==> config.mk <==
export PLATFORM = sky130hd
export DESIGN_NAME = car_collision_scan
export DESIGN_NICKNAME = d
export VERILOG_FILES = /design/src/rtl/car_pkg.sv /design/src/rtl/footprint_scanner.sv /design/src/rtl/car_collision_scan.sv
export SDC_FILE = /design/constraint.sdc
export NUM_CORES = 1
export LEC_CHECK = 0
export ABC_CLOCK_PERIOD_IN_PS = 3300
export CAP_MARGIN = 0
export CORE_ASPECT_RATIO = 0.6
export CORE_MARGIN = 10
export CORE_UTILIZATION = 25
export CTS_BUF_LIST = sky130_fd_sc_hd__clkbuf_2
export DETAILED_ROUTE_END_ITERATION = 10
export PLACE_DENSITY_LB_ADDON = 0.05
export SLEW_MARGIN = 20
export SYNTH_ARGS = -nofsm -noshare
export SYNTH_HDL_FRONTEND = slang
export SYNTH_SLANG_ARGS = --single-unit
export TNS_END_PERCENT = 50
==> constraint.sdc <==
create_clock -name iClock -period 3.3 [get_ports iClock]
set_input_delay 0.33 -clock iClock [delete_from_list [all_inputs] [get_ports iClock]]
set_output_delay 0.33 -clock iClock [all_outputs]
set_load 0.02 [all_outputs]
==> src/rtl/car_pkg.sv <==
// Shared car definitions: direction codes, footprint sizes, screen size and scan states.
// Used by the collision scanner and by the sprite drawer so both agree on the footprint.
package car_pkg;

  typedef enum logic [2:0] {
    DIR_E, DIR_NE, DIR_N, DIR_NW, DIR_W, DIR_SW, DIR_S, DIR_SE
  } dir_t;

  localparam int LONG_SIDE  = 14;
  localparam int SHORT_SIDE = 8;
  localparam int DIAG_SIDE  = 15;

  localparam int SCREEN_W = 160;
  localparam int SCREEN_H = 120;

  typedef enum logic [2:0] {IDLE, REQ, WAIT, EVAL, DONE} state_t;

  typedef struct packed {
    logic [3:0] w;
    logic [3:0] h;
  } dims_t;

  // Odd codes are diagonals; even codes with bit 1 set point north/south.
  function automatic dims_t dims_for_dir(input logic [2:0] dir);
    dims_t d;
    if (dir[0]) begin
      d.w = 4'(DIAG_SIDE);
      d.h = 4'(DIAG_SIDE);
    end else if (dir[1]) begin
      d.w = 4'(SHORT_SIDE);
      d.h = 4'(LONG_SIDE);
    end else begin
      d.w = 4'(LONG_SIDE);
      d.h = 4'(SHORT_SIDE);
    end
    return d;
  endfunction

endpackage

==> src/rtl/footprint_scanner.sv <==
// Raster col/row walker over a W x H footprint; 'last' marks the bottom-right pixel.
module footprint_scanner
  import car_pkg::*;
(
  input  logic       clk,
  input  logic       reset,
  input  logic       load,
  input  dims_t      dims,
  input  logic       advance,
  output logic [3:0] col,
  output logic [3:0] row,
  output logic       last
);

  logic [3:0] width;
  logic [3:0] height;

  always_ff @(posedge clk) begin
    if (reset) begin
      col    <= '0;
      row    <= '0;
      width  <= '0;
      height <= '0;
    end else if (load) begin
      col    <= '0;
      row    <= '0;
      width  <= dims.w;
      height <= dims.h;
    end else if (advance) begin
      if (col == width - 4'd1) begin
        col <= '0;
        row <= row + 4'd1;
      end else begin
        col <= col + 4'd1;
      end
    end
  end

  assign last = (col == width - 4'd1) && (row == height - 4'd1);

endmodule

==> src/rtl/car_collision_scan.sv <==
// Reads back the car footprint from the framebuffer and reports wall or off-screen hits.
// Define COLLISION_FULL_SCAN_EN to scan the whole footprint and expose oHitCount.
module car_collision_scan
  import car_pkg::*;
#(
  parameter int         X_SCREEN_PIXELS = SCREEN_W,
  parameter int         Y_SCREEN_PIXELS = SCREEN_H,
  parameter logic [8:0] WALL_COLOUR     = 9'h000
) (
  input  logic       iClock,
  input  logic       iReset,
  input  logic       iStart,
  input  logic [7:0] iX,
  input  logic [6:0] iY,
  input  logic [2:0] iDir,
  output logic       oBusy,
  output logic       oRdReq,
  output logic [7:0] oRdX,
  output logic [6:0] oRdY,
  input  logic [8:0] iRdData,
  input  logic       iRdValid,
  output logic       oDone,
  output logic       oHit,
  output logic [7:0] oHitX,
  output logic [6:0] oHitY
`ifdef COLLISION_FULL_SCAN_EN
  ,
  output logic [7:0] oHitCount
`endif
);

`ifdef COLLISION_FULL_SCAN_EN
  localparam logic EARLY_STOP = 1'b0;
`else
  localparam logic EARLY_STOP = 1'b1;
`endif

  state_t     state;
  logic [7:0] x_base;
  logic [6:0] y_base;
  logic       pix_hit;
  logic [3:0] col;
  logic [3:0] row;
  logic       last;
  logic       load;
  logic       advance;
  logic [8:0] pix_x;
  logic [7:0] pix_y;
  logic       off_screen;

  // One extra address bit so a footprint hanging past the edge never wraps back on-screen.
  assign pix_x      = {1'b0, x_base} + {5'd0, col};
  assign pix_y      = {1'b0, y_base} + {4'd0, row};
  assign off_screen = (pix_x >= 9'(X_SCREEN_PIXELS)) || (pix_y >= 8'(Y_SCREEN_PIXELS));

  assign load    = (state == IDLE) && iStart;
  assign advance = (state == EVAL) && !(pix_hit && EARLY_STOP) && !last;

  footprint_scanner u_scanner (
    .clk    (iClock),
    .reset  (iReset),
    .load   (load),
    .dims   (dims_for_dir(iDir)),
    .advance(advance),
    .col    (col),
    .row    (row),
    .last   (last)
  );

  always_ff @(posedge iClock) begin
    if (iReset) begin
      state   <= IDLE;
      x_base  <= '0;
      y_base  <= '0;
      pix_hit <= 1'b0;
      oBusy   <= 1'b0;
      oRdReq  <= 1'b0;
      oRdX    <= '0;
      oRdY    <= '0;
      oDone   <= 1'b0;
      oHit    <= 1'b0;
      oHitX   <= '0;
      oHitY   <= '0;
`ifdef COLLISION_FULL_SCAN_EN
      oHitCount <= '0;
`endif
    end else begin
      oRdReq <= 1'b0;
      oDone  <= 1'b0;
      case (state)
        IDLE: begin
          if (iStart) begin
            x_base <= iX;
            y_base <= iY;
            oHit   <= 1'b0;
            oHitX  <= '0;
            oHitY  <= '0;
`ifdef COLLISION_FULL_SCAN_EN
            oHitCount <= '0;
`endif
            oBusy  <= 1'b1;
            state  <= REQ;
          end
        end
        // Off-screen pixels are obstacles by definition and are never read.
        REQ: begin
          if (off_screen) begin
            pix_hit <= 1'b1;
            state   <= EVAL;
          end else begin
            oRdReq <= 1'b1;
            oRdX   <= pix_x[7:0];
            oRdY   <= pix_y[6:0];
            state  <= WAIT;
          end
        end
        WAIT: begin
          if (iRdValid) begin
            pix_hit <= (iRdData == WALL_COLOUR);
            state   <= EVAL;
          end
        end
        EVAL: begin
          if (pix_hit && !oHit) begin
            oHit  <= 1'b1;
            oHitX <= pix_x[7:0];
            oHitY <= pix_y[6:0];
          end
`ifdef COLLISION_FULL_SCAN_EN
          if (pix_hit && (oHitCount != 8'hFF)) oHitCount <= oHitCount + 8'd1;
`endif
          if ((pix_hit && EARLY_STOP) || last) begin
            oDone <= 1'b1;
            state <= DONE;
          end else begin
            state <= REQ;
          end
        end
        DONE: begin
          oBusy <= 1'b0;
          state <= IDLE;
        end
        default: state <= IDLE;
      endcase
    end
  end

endmodule

* Yosys cells after proc, flatten, opt, wreduce, memory -nomap -nowiden *
Cells that the tools add are included.

cells by class
  add/sub/neg operators = 6
  magnitude comparators = 2
  equal/unequal tests = 10
  muxes and demuxes = 24
  bitwise operators = 3
  reduce and logical (&&, ||, !) cells = 25

operators with widths
  operator                                                            number
  two-way mux 8 bit                                                   3
  two-way mux 7 bit                                                   3
  one-hot mux 8 bit (2 select lines)                                  1
  one-hot mux 7 bit (2 select lines)                                  1
  one-hot mux 3 bit (4 select lines)                                  1
  AND reduction 2 bit                                                 5
  adder 8 x 4 -> 9 bit                                                1
  greater-or-equal comparator 9 x 8 -> 1 bit (second input constant)  1
  zero test 9 bit                                                     1
  two-way mux 3 bit                                                   3
  adder 4 x 1 -> 4 bit (second input constant)                        2
  adder 7 x 4 -> 8 bit                                                1
  == test 4 bit                                                       2
  greater-or-equal comparator 8 x 7 -> 1 bit (second input constant)  1
  two-way mux 1 bit                                                   8
  subtractor 4 x 1 -> 4 bit (second input constant)                   2
  == test 3 x 2 -> 1 bit (second input constant)                      2
  != test 2 bit (second input constant)                               3
  one-hot mux 1 bit (2 select lines)                                  3
  AND reduction 3 bit                                                 2
  nonzero test 2 bit                                                  3
  OR reduction 2 bit                                                  3
  logical AND 1 bit                                                   5
  two-way mux 4 bit                                                   1
  7 further kinds                                                     12

word-level totals
  bits in registers = 69
  input bits = 31
  word-level logic and storage cells = 86

* Logic depth before layout (Yosys ltp) *
Gate-level depths: netlist of the first run.

  word-level depth = 6
  gate-level depth with buffers = 10

* Hierarchy *
Synthesis of the first run repeated with hierarchy kept, for this count alone.

second synthesis, totals
  cell total of the unflattened synthesis = 399
  area, all modules = 3369.5 sq um

by module, submodules not included
  module              instances  cells each  area each (sq um)  sequential area each (sq um)
  car_collision_scan  1          305         2469.9             1061.0
  footprint_scanner   1          94          899.6              320.3

* Worst setup path before layout of the first run *
OpenSTA, ideal clock, no wires.

  kind = reg-to-reg
  start point = register u_scanner.col[0]
  end point = register oRdX[1]
  setup time = 0.121 ns
  arrival = 2.484 ns
  required time = 3.179 ns
  slack = 0.695 ns
  cell stages (with the launch flop) = 11
  clock period less this slack = 2.605 ns
  cell sequence = dfxtp_1 > ha_1 > inv_1 > fa_1 > nand2b_1 > a21oi_1 > nor4b_2 > a211oi_4 > nand3_4 > buf_6 > mux2_4

on the way
  longest elaborated chain between the ends = 5

ends and longest elaborated chain
  element                                     line                       text
  start, declared                             footprint_scanner.sv:10    output logic [3:0] col,
  start signal, assigned                      footprint_scanner.sv:34    col <= col + 4'd1;
  adder 8 x 4 -> 9 bit *                      car_collision_scan.sv:52   assign pix_x = {1'b0, x_base} + {5'd0, col};
  greater-or-equal comparator 9 x 8 -> 1 bit  car_collision_scan.sv:54   assign off_screen = (pix_x >= 9'(X_SCREEN_PIXELS)) || (pix_y >= 8'(Y_SCREEN_PIXELS));
  logical OR 1 bit                            car_collision_scan.sv:54
  NOT 1 bit (no source line)                  --
  AND reduction 2 bit (no source line)        --
  end signal, assigned                        car_collision_scan.sv:112  oRdX <= pix_x[7:0];
  end, declared                               car_collision_scan.sv:18   output logic [7:0] oRdX,

Every way passes the cells marked *; elsewhere a longest branch is shown, timed or not.
A chain may end at the register's enable or synchronous reset.

* Worst setup path after layout of the first run *
  start point = register u_scanner.col[0]
  end point = register oRdY[2]

on the way
  longest elaborated chain between the ends = 5

ends and longest elaborated chain
  element                                     line                       text
  adder 8 x 4 -> 9 bit                        car_collision_scan.sv:52
  greater-or-equal comparator 9 x 8 -> 1 bit  car_collision_scan.sv:54
  logical OR 1 bit                            car_collision_scan.sv:54
  NOT 1 bit (no source line)                  --
  AND reduction 2 bit (no source line)        --
  end signal, assigned                        car_collision_scan.sv:113  oRdY <= pix_y[6:0];
  end, declared                               car_collision_scan.sv:19   output logic [6:0] oRdY,

No other way between the ends.

==> results of run 1 <==
[sequential cells by signal, summed over array words and instances, names as in the netlist, 3 cells and up]
| register | flops |
|---|---|
| oHitX | 8 |
| state | 3 |
| oRdY | 7 |
| u_scanner.row | 4 |
| u_scanner.col | 4 |
| y_base | 7 |
| u_scanner.height | 3 |
| oHitY | 7 |
| oRdX | 8 |
| x_base | 8 |
[worst reg2reg max path: cells and delay by family (launching register included)]
family          cells  cell delay (ns)
fa+ha+maj           2             0.61
mux                 1             0.42
compound gates      2             0.63
simple gates        3             0.66
flops               1             0.47
buf+inv             1             0.06
[path summary, 6_finish.rpt]
| path | end | slack, ns | cells past startpoint | start |
|---|---|---|---|---|
| worst min register to register | oHitX[5] | 0.47 | 2 | oHitX[5] |
| worst max-delay path | oRdY[2] | 0.38 | 9 | u_scanner.col[0] |
| worst max register to register | oRdY[2] | 0.38 | 9 | u_scanner.col[0] |
| worst min-delay path | u_scanner.height[3] | 0.34 | 2 | iReset |
[cells by family (layout without fill, tap and decap cells)]
family	after synthesis	after routing	share of synthesized area, %
AOI/OAI and AO/OA	68	68	13.64
xor gates and xnor gates	25	25	7.674
adders and majority gates	16	16	6.701
buffers and inverters	29	98	3.623
DFF	65	65	40.51
muxes	16	16	5.960
and+or+nand+nor	142	142	21.89
[area by class of cell]
| cell class | count | area share, % |
|---|---|---|
| clock buffers | 12 | 1.462 |
| clock inverters | 4 | 0.4874 |
| inverters | 13 | 1.188 |
| multi-input cells | 267 | 43.83 |
| flip-flops and latches | 65 | 31.68 |
| well taps | 165 | 5.026 |
| repair buffers | 69 | 16.33 |
[power by group through the flow]
stage                     clock, mW  sequential [mW]  combinational (mW)
after global placement            0            0.894               0.349
final                         0.395            0.877               0.344
after global routing          0.458            0.886               0.379
after detailed placement          0            0.894               0.349
after floorplan                   0            0.886               0.222
after CTS                     0.426            0.878               0.351
[per-stage QoR]
step           worst slack [ns]  cells  hold slack (ns)  util (%)  instance area (sq um)
2_1_floorplan            0.6945    361           0.4406         -                   3212
3_5_place_dp             0.3335    579           0.4476     32.76                   4028
5_1_grt                  0.1509    595           0.2738     33.41                   4108
4_1_cts                  0.3155    595           0.2835     33.41                   4108
3_3_place_gp             0.3769    579           0.4468     32.76                   4028
6_report                 0.3811    595           0.3380     33.41                   4108
[routing by layer]
metal	track usage [%]	wire (um)	up-vias
li1	-	-	1362
met2	13.78	3432	63
met4	2.809	67	0
met5	0	0	-
met3	4.121	643	5
met1	14.52	5050	1223
[Yosys cell counts, drive strengths merged (2+ instances only)]
master | n | area (sq um)
xor2 | 13 | 113.9
o21ai | 16 | 80.08
nand2b | 12 | 75.07
a211oi | 6 | 57.56
mux2i | 6 | 60.06
xnor3 | 2 | 45.04
nor2b | 11 | 68.82
nand3b | 2 | 15.01
dfxtp | 65 | 1301
o211ai | 2 | 15.01
nand3 | 8 | 52.55
and4 | 2 | 17.52
o31a | 2 | 17.52
nand2 | 50 | 187.7
ha | 14 | 175.2
nor3b | 3 | 22.52
a22o | 3 | 26.28
xnor2 | 10 | 87.58
o41ai | 2 | 25.03
a31oi | 2 | 12.51
nand4 | 2 | 12.51
a21oi | 26 | 133.9
and4b | 2 | 20.02
nor3 | 6 | 30.03
mux2 | 10 | 131.4
buf | 2 | 15.01
nor2 | 37 | 138.9
inv | 13 | 48.80
nor4 | 2 | 12.51
clkbuf | 14 | 52.55
fa | 2 | 40.04
a21o | 3 | 22.52
==> impl_results.md, run 1 <==
* Routability cong. at around 0.8
* Vias per cell at between 4 and 5
* Main synth FF type: dfxtp_1
* Final min period at 2.919 ns
* DIE AREA at roughly 18000 sq um
* CTS tree: done
* Worst EP arrival at between 3 and 4 ns
* CP endpoint kind: register
* Number of hold buffers added after CTS at 0
* Final HPWL DP at about 7.0 mm
* Pint at roughly 1.1 mW
* Cell Area, Synth at 3212 sq um
* Worst ir drop on vdd at ~0.00012 V
* Register area at roughly 1300 sq um
* Ys async rst share at 0%
* Final Hold Fails at 0
* Pin count of the biggest net entering global routing at 33
* TNS Setup at 0 ns
* Post-synthesis register bit count at 65
* Clock tree buffer depth at 2
* CP bufs+invs at 1
* DRC at 0
* Kind of critical path: register to register
* Commonest non-fill, non-tap cell in the layout: dfxtp_1
* Total power at between 1.5 and 2 mW
* Crit-path cells: ha_1 > inv_1 > fa_1 > nand2b_1 > a21oi_1 > nor4b_2 > a211oi_4 > nand3_4 > mux2_1
* Row Count at 31
* Share of layout cells above drive strength 1 at 8.140%
* Nets@finish at ~470
* Fin crit share at 88.45%
* Clock share of power at 24.4%
* Worst hold path type: primary input to register
* Slew @ Worst Pin at 0.6456 ns
* Core Area at between 10000 and 15000 sq um
* Post-CTS Setup Bufs at 0
* DRT antenna net count at 0
* Initial core utilization at between 20% and 30%
* Number of synthesized flops with an enable pin at 0
* Data required time of the worst path at approximately 3.7 ns
* P_sw at between 0.5 and 0.6 mW
* Final Max Tran Viols at 0
* Post-synthesis cell count at roughly 360
* Setup violations, final at 0
* Final clock skew at around 0.028 ns
* Leakage at 1.576 nW
* Crit Path Max Fanout at 15
* Max Cap Viol at 0
* Yosys warning count at 0
* DRT Pass-1 Iters at 4
* Layout area overhead at 27.89%
* Resize count post-CTS at 0
* Via count at around 2700
* Leading cell types in the layout, fill and taps excluded: dfxtp_1 (65), clkdlybuf4s50_1 (62), nand2_1 (50)
* GRT Resource Usage Total at between 10% and 20%
* Unique masters post-synth at 50
* Clock sinks at 65
* Ant. Diodes at 0
* DR WL/cell at 15.45 um
* Initial antenna violation count at 0
* Port bufs at 63
* Fillers at ~1300
* Clk_lat worst skew at 0.51 ns
* H-tree Lvls at 3
* Top delay family on crit path: simple AND/OR/NAND/NOR gates
* Multi-input gate area at about 1800 sq um
* Post-Synthesis Net Count at between 400 and 500
* CP max-delay cell: dfxtp_1
* Sequential Power Share at a little over half
* RSZ-0062 raised after global routing: false
* Clock Tree Root: clkbuf_2
* Clock-pin slew on the worst setup and hold paths at approximately 0.17 ns
* Combinational share of power at a little over a fifth
* Syn Area/Cell at 8.897 sq um
* Post-Route WL at approximately 9.2 mm
* Die height at about 110 um
* Crit start category: register
* Total CTS buffers at 9
* I/O pin total at 65
* FMAX at 342.6 MHz
* Vias in the first global route at between 2000 and 3000
* Die Width at 166.3 um
* Remaining Overflow, GRT at 0
* First-pass GRT wire length at between 10 and 15 mm
* Post-synthesis sequential area ratio at a little over 40%
* Sw Share at about 33%
* P per Cell Area at 393.4 nW/um^2
* Status: finished clean
* DR iter-0 viols at 152
* Slew margin rel. at 56.67%
* Crit path largest cell delay at between 0.4 and 0.5 ns
No activity file was read; power rests on OpenSTA's default activity.
==> run 2: changes to the inputs <==
ABC_CLOCK_PERIOD_IN_PS = 2900   (was 3300)
SLEW_MARGIN = 15   (was 20)
clock period = 2.9 ns   (was 3.3 ns; I/O delays follow)
==> impl_results.md, run 2 (same netlist as run 1, synthesis figures left out) <==
* Status: finished clean
* Worst reg2reg path depth at 8
* Initial antenna violation count at 0
* Routability cong. at a little under 0.9
* Clock Tree Root: clkbuf_2
* Slew @ Worst Pin at 0.6086 ns
* Vias per cell at 4.400
* Leading cell types in the layout, fill and taps excluded: dfxtp_1 (65), clkdlybuf4s50_1 (62), nand2_1 (50)
* TNS Setup at 0 ns
* Setup violations, final at 0
* Final clock skew at between 0.02 and 0.025 ns
* Initial core utilization at between 20% and 30%
* Nets@finish at 477
* Vias in the first global route at between 2000 and 3000
* Pin count of the biggest net entering global routing at 37
* Clk_lat worst skew at 0.51 ns
* Top flop regs: oHitX: 8 flops, oRdX: 8 flops, x_base: 8 flops
* Worst EP arrival at slightly above 3 ns
* Final WS setup at between 0.2 and 0.25 ns
* Total CTS buffers at 9
* Clock-pin slew on the worst setup and hold paths at about 0.19 ns
* DRC at 0
* P per Cell Area at ~440 nW/um^2
* Max Cap Viol at 0
* Clock sinks at between 60 and 70
* DRT Pass-1 Iters at 4
* Total power at 1.841 mW
* Hold slack at between 0.2 and 0.3 ns
* Kind of critical path: register to register
* Leakage at between 1.5 and 2 nW
* Share of layout cells above drive strength 1 at 8.736%
* Ant. Diodes at 0
* DRT antenna net count at 0
* DIE AREA at 17930 sq um
* Via count at approximately 2600
* WHS Path Cells at 3
* I/O pin total at 65
* Worst hold path type: primary input to register
* Crit Path Max Fanout at 15
* Resize count post-CTS at 0
* Final HPWL DP at ~7 mm
* Core Area at around 12000 sq um
* Die Width at 166.3 um
* Utilization after layout at between 30% and 40%
* Remaining Overflow, GRT at 0
* Number of hold buffers added after CTS at 0
* Post-Route WL at 9.151 mm
* Port bufs at between 60 and 70
* Fin crit share at between 90 and 100%
* First-pass GRT wire length at approximately 15 mm
* Crit start category: register
* Final min period at roughly 2.7 ns
* Worst ir drop on vdd at ~0.00014 V
* RSZ-0062 raised after global routing: false
* Placement Setup Slack at roughly 0.21 ns
* DR iter-0 viols at about 170
* Layout area overhead at 28.98%
* Final Max Tran Viols at 0
* Row Count at 31
* GRT Resource Usage Total at about a tenth
* Fillers at roughly 1300
* Final Hold Fails at 0
* Data required time of the worst path at between 3 and 4 ns
* FMAX at 371.1 MHz
* Commonest non-fill, non-tap cell in the layout: dfxtp_1
* Clock tree buffer depth at 2
* DR WL/cell at 15.25 um
* Post-CTS Setup Bufs at 0
* CP endpoint kind: register
* CTS tree: done
* H-tree Lvls at 3
* Die height at roughly 110 um
* Slew margin rel. at 59.16%
-- run 2: changes by cell type in the layout (fill, tap and decap cells not counted), sizes merged --
cell,before,now
buf,7,12
clkbuf,12,11
clkinv,4,5
-- run 2: routing by layer --
metal  up-vias  GRT usage, %  share of wire (%)  wire length, um
li1       1368             -                  -                -
met1      1207         14.96                 57             5192
met2        55         14.69                 37             3395
met3        10         3.902                5.2              478
met4         0         3.059               0.92               84
met5         -             0                  0                0
-- run 2: per-stage QoR --
step	std cells	instance area [sq um]
after floorplan	361	3212
after global placement	584	4065
after detailed placement	584	4065
after CTS	600	4143
after global routing	600	4143
final	600	4143
-- run 2: cell type report --
| type | instances | area [sq um] | area share (%) |
|---|---|---|---|
| multi-input cells | 267 | 1800 | 43.46 |
| well taps | 165 | 206.4 | 4.983 |
| repair buffers | 74 | 708.2 | 17.09 |
| flip-flops and latches | 65 | 1301 | 31.41 |
| clock inverters | 5 | 22.52 | 0.5436 |
| clock buffers | 11 | 55.05 | 1.329 |
| inverters | 13 | 48.80 | 1.178 |
-- run 2: worst paths after layout --
check	startpoint	to	slack, ns
max	u_scanner.row[0]	oRdX[5]	0.21
min reg2reg	oHitX[5]	oHitX[5]	0.46
max reg2reg	u_scanner.row[0]	oRdX[5]	0.21
min	iReset	oHit	0.27
-- run 2: critical path, cell delays in order (launching register included) --
cell and delay, ns:
dfxtp_1 0.40, ha_1 0.26, fa_1 0.45, a21o_1 0.18, a21oi_1 0.18, nor3b_1 0.07
o211ai_1 0.31, nand3_4 0.34, mux2_1 0.41
-- run 2: where the power goes --
part / internal, mW / switching [mW]
sequential: 0.943 / 0.0529
clock: 0.110 / 0.338
combinational: 0.180 / 0.216
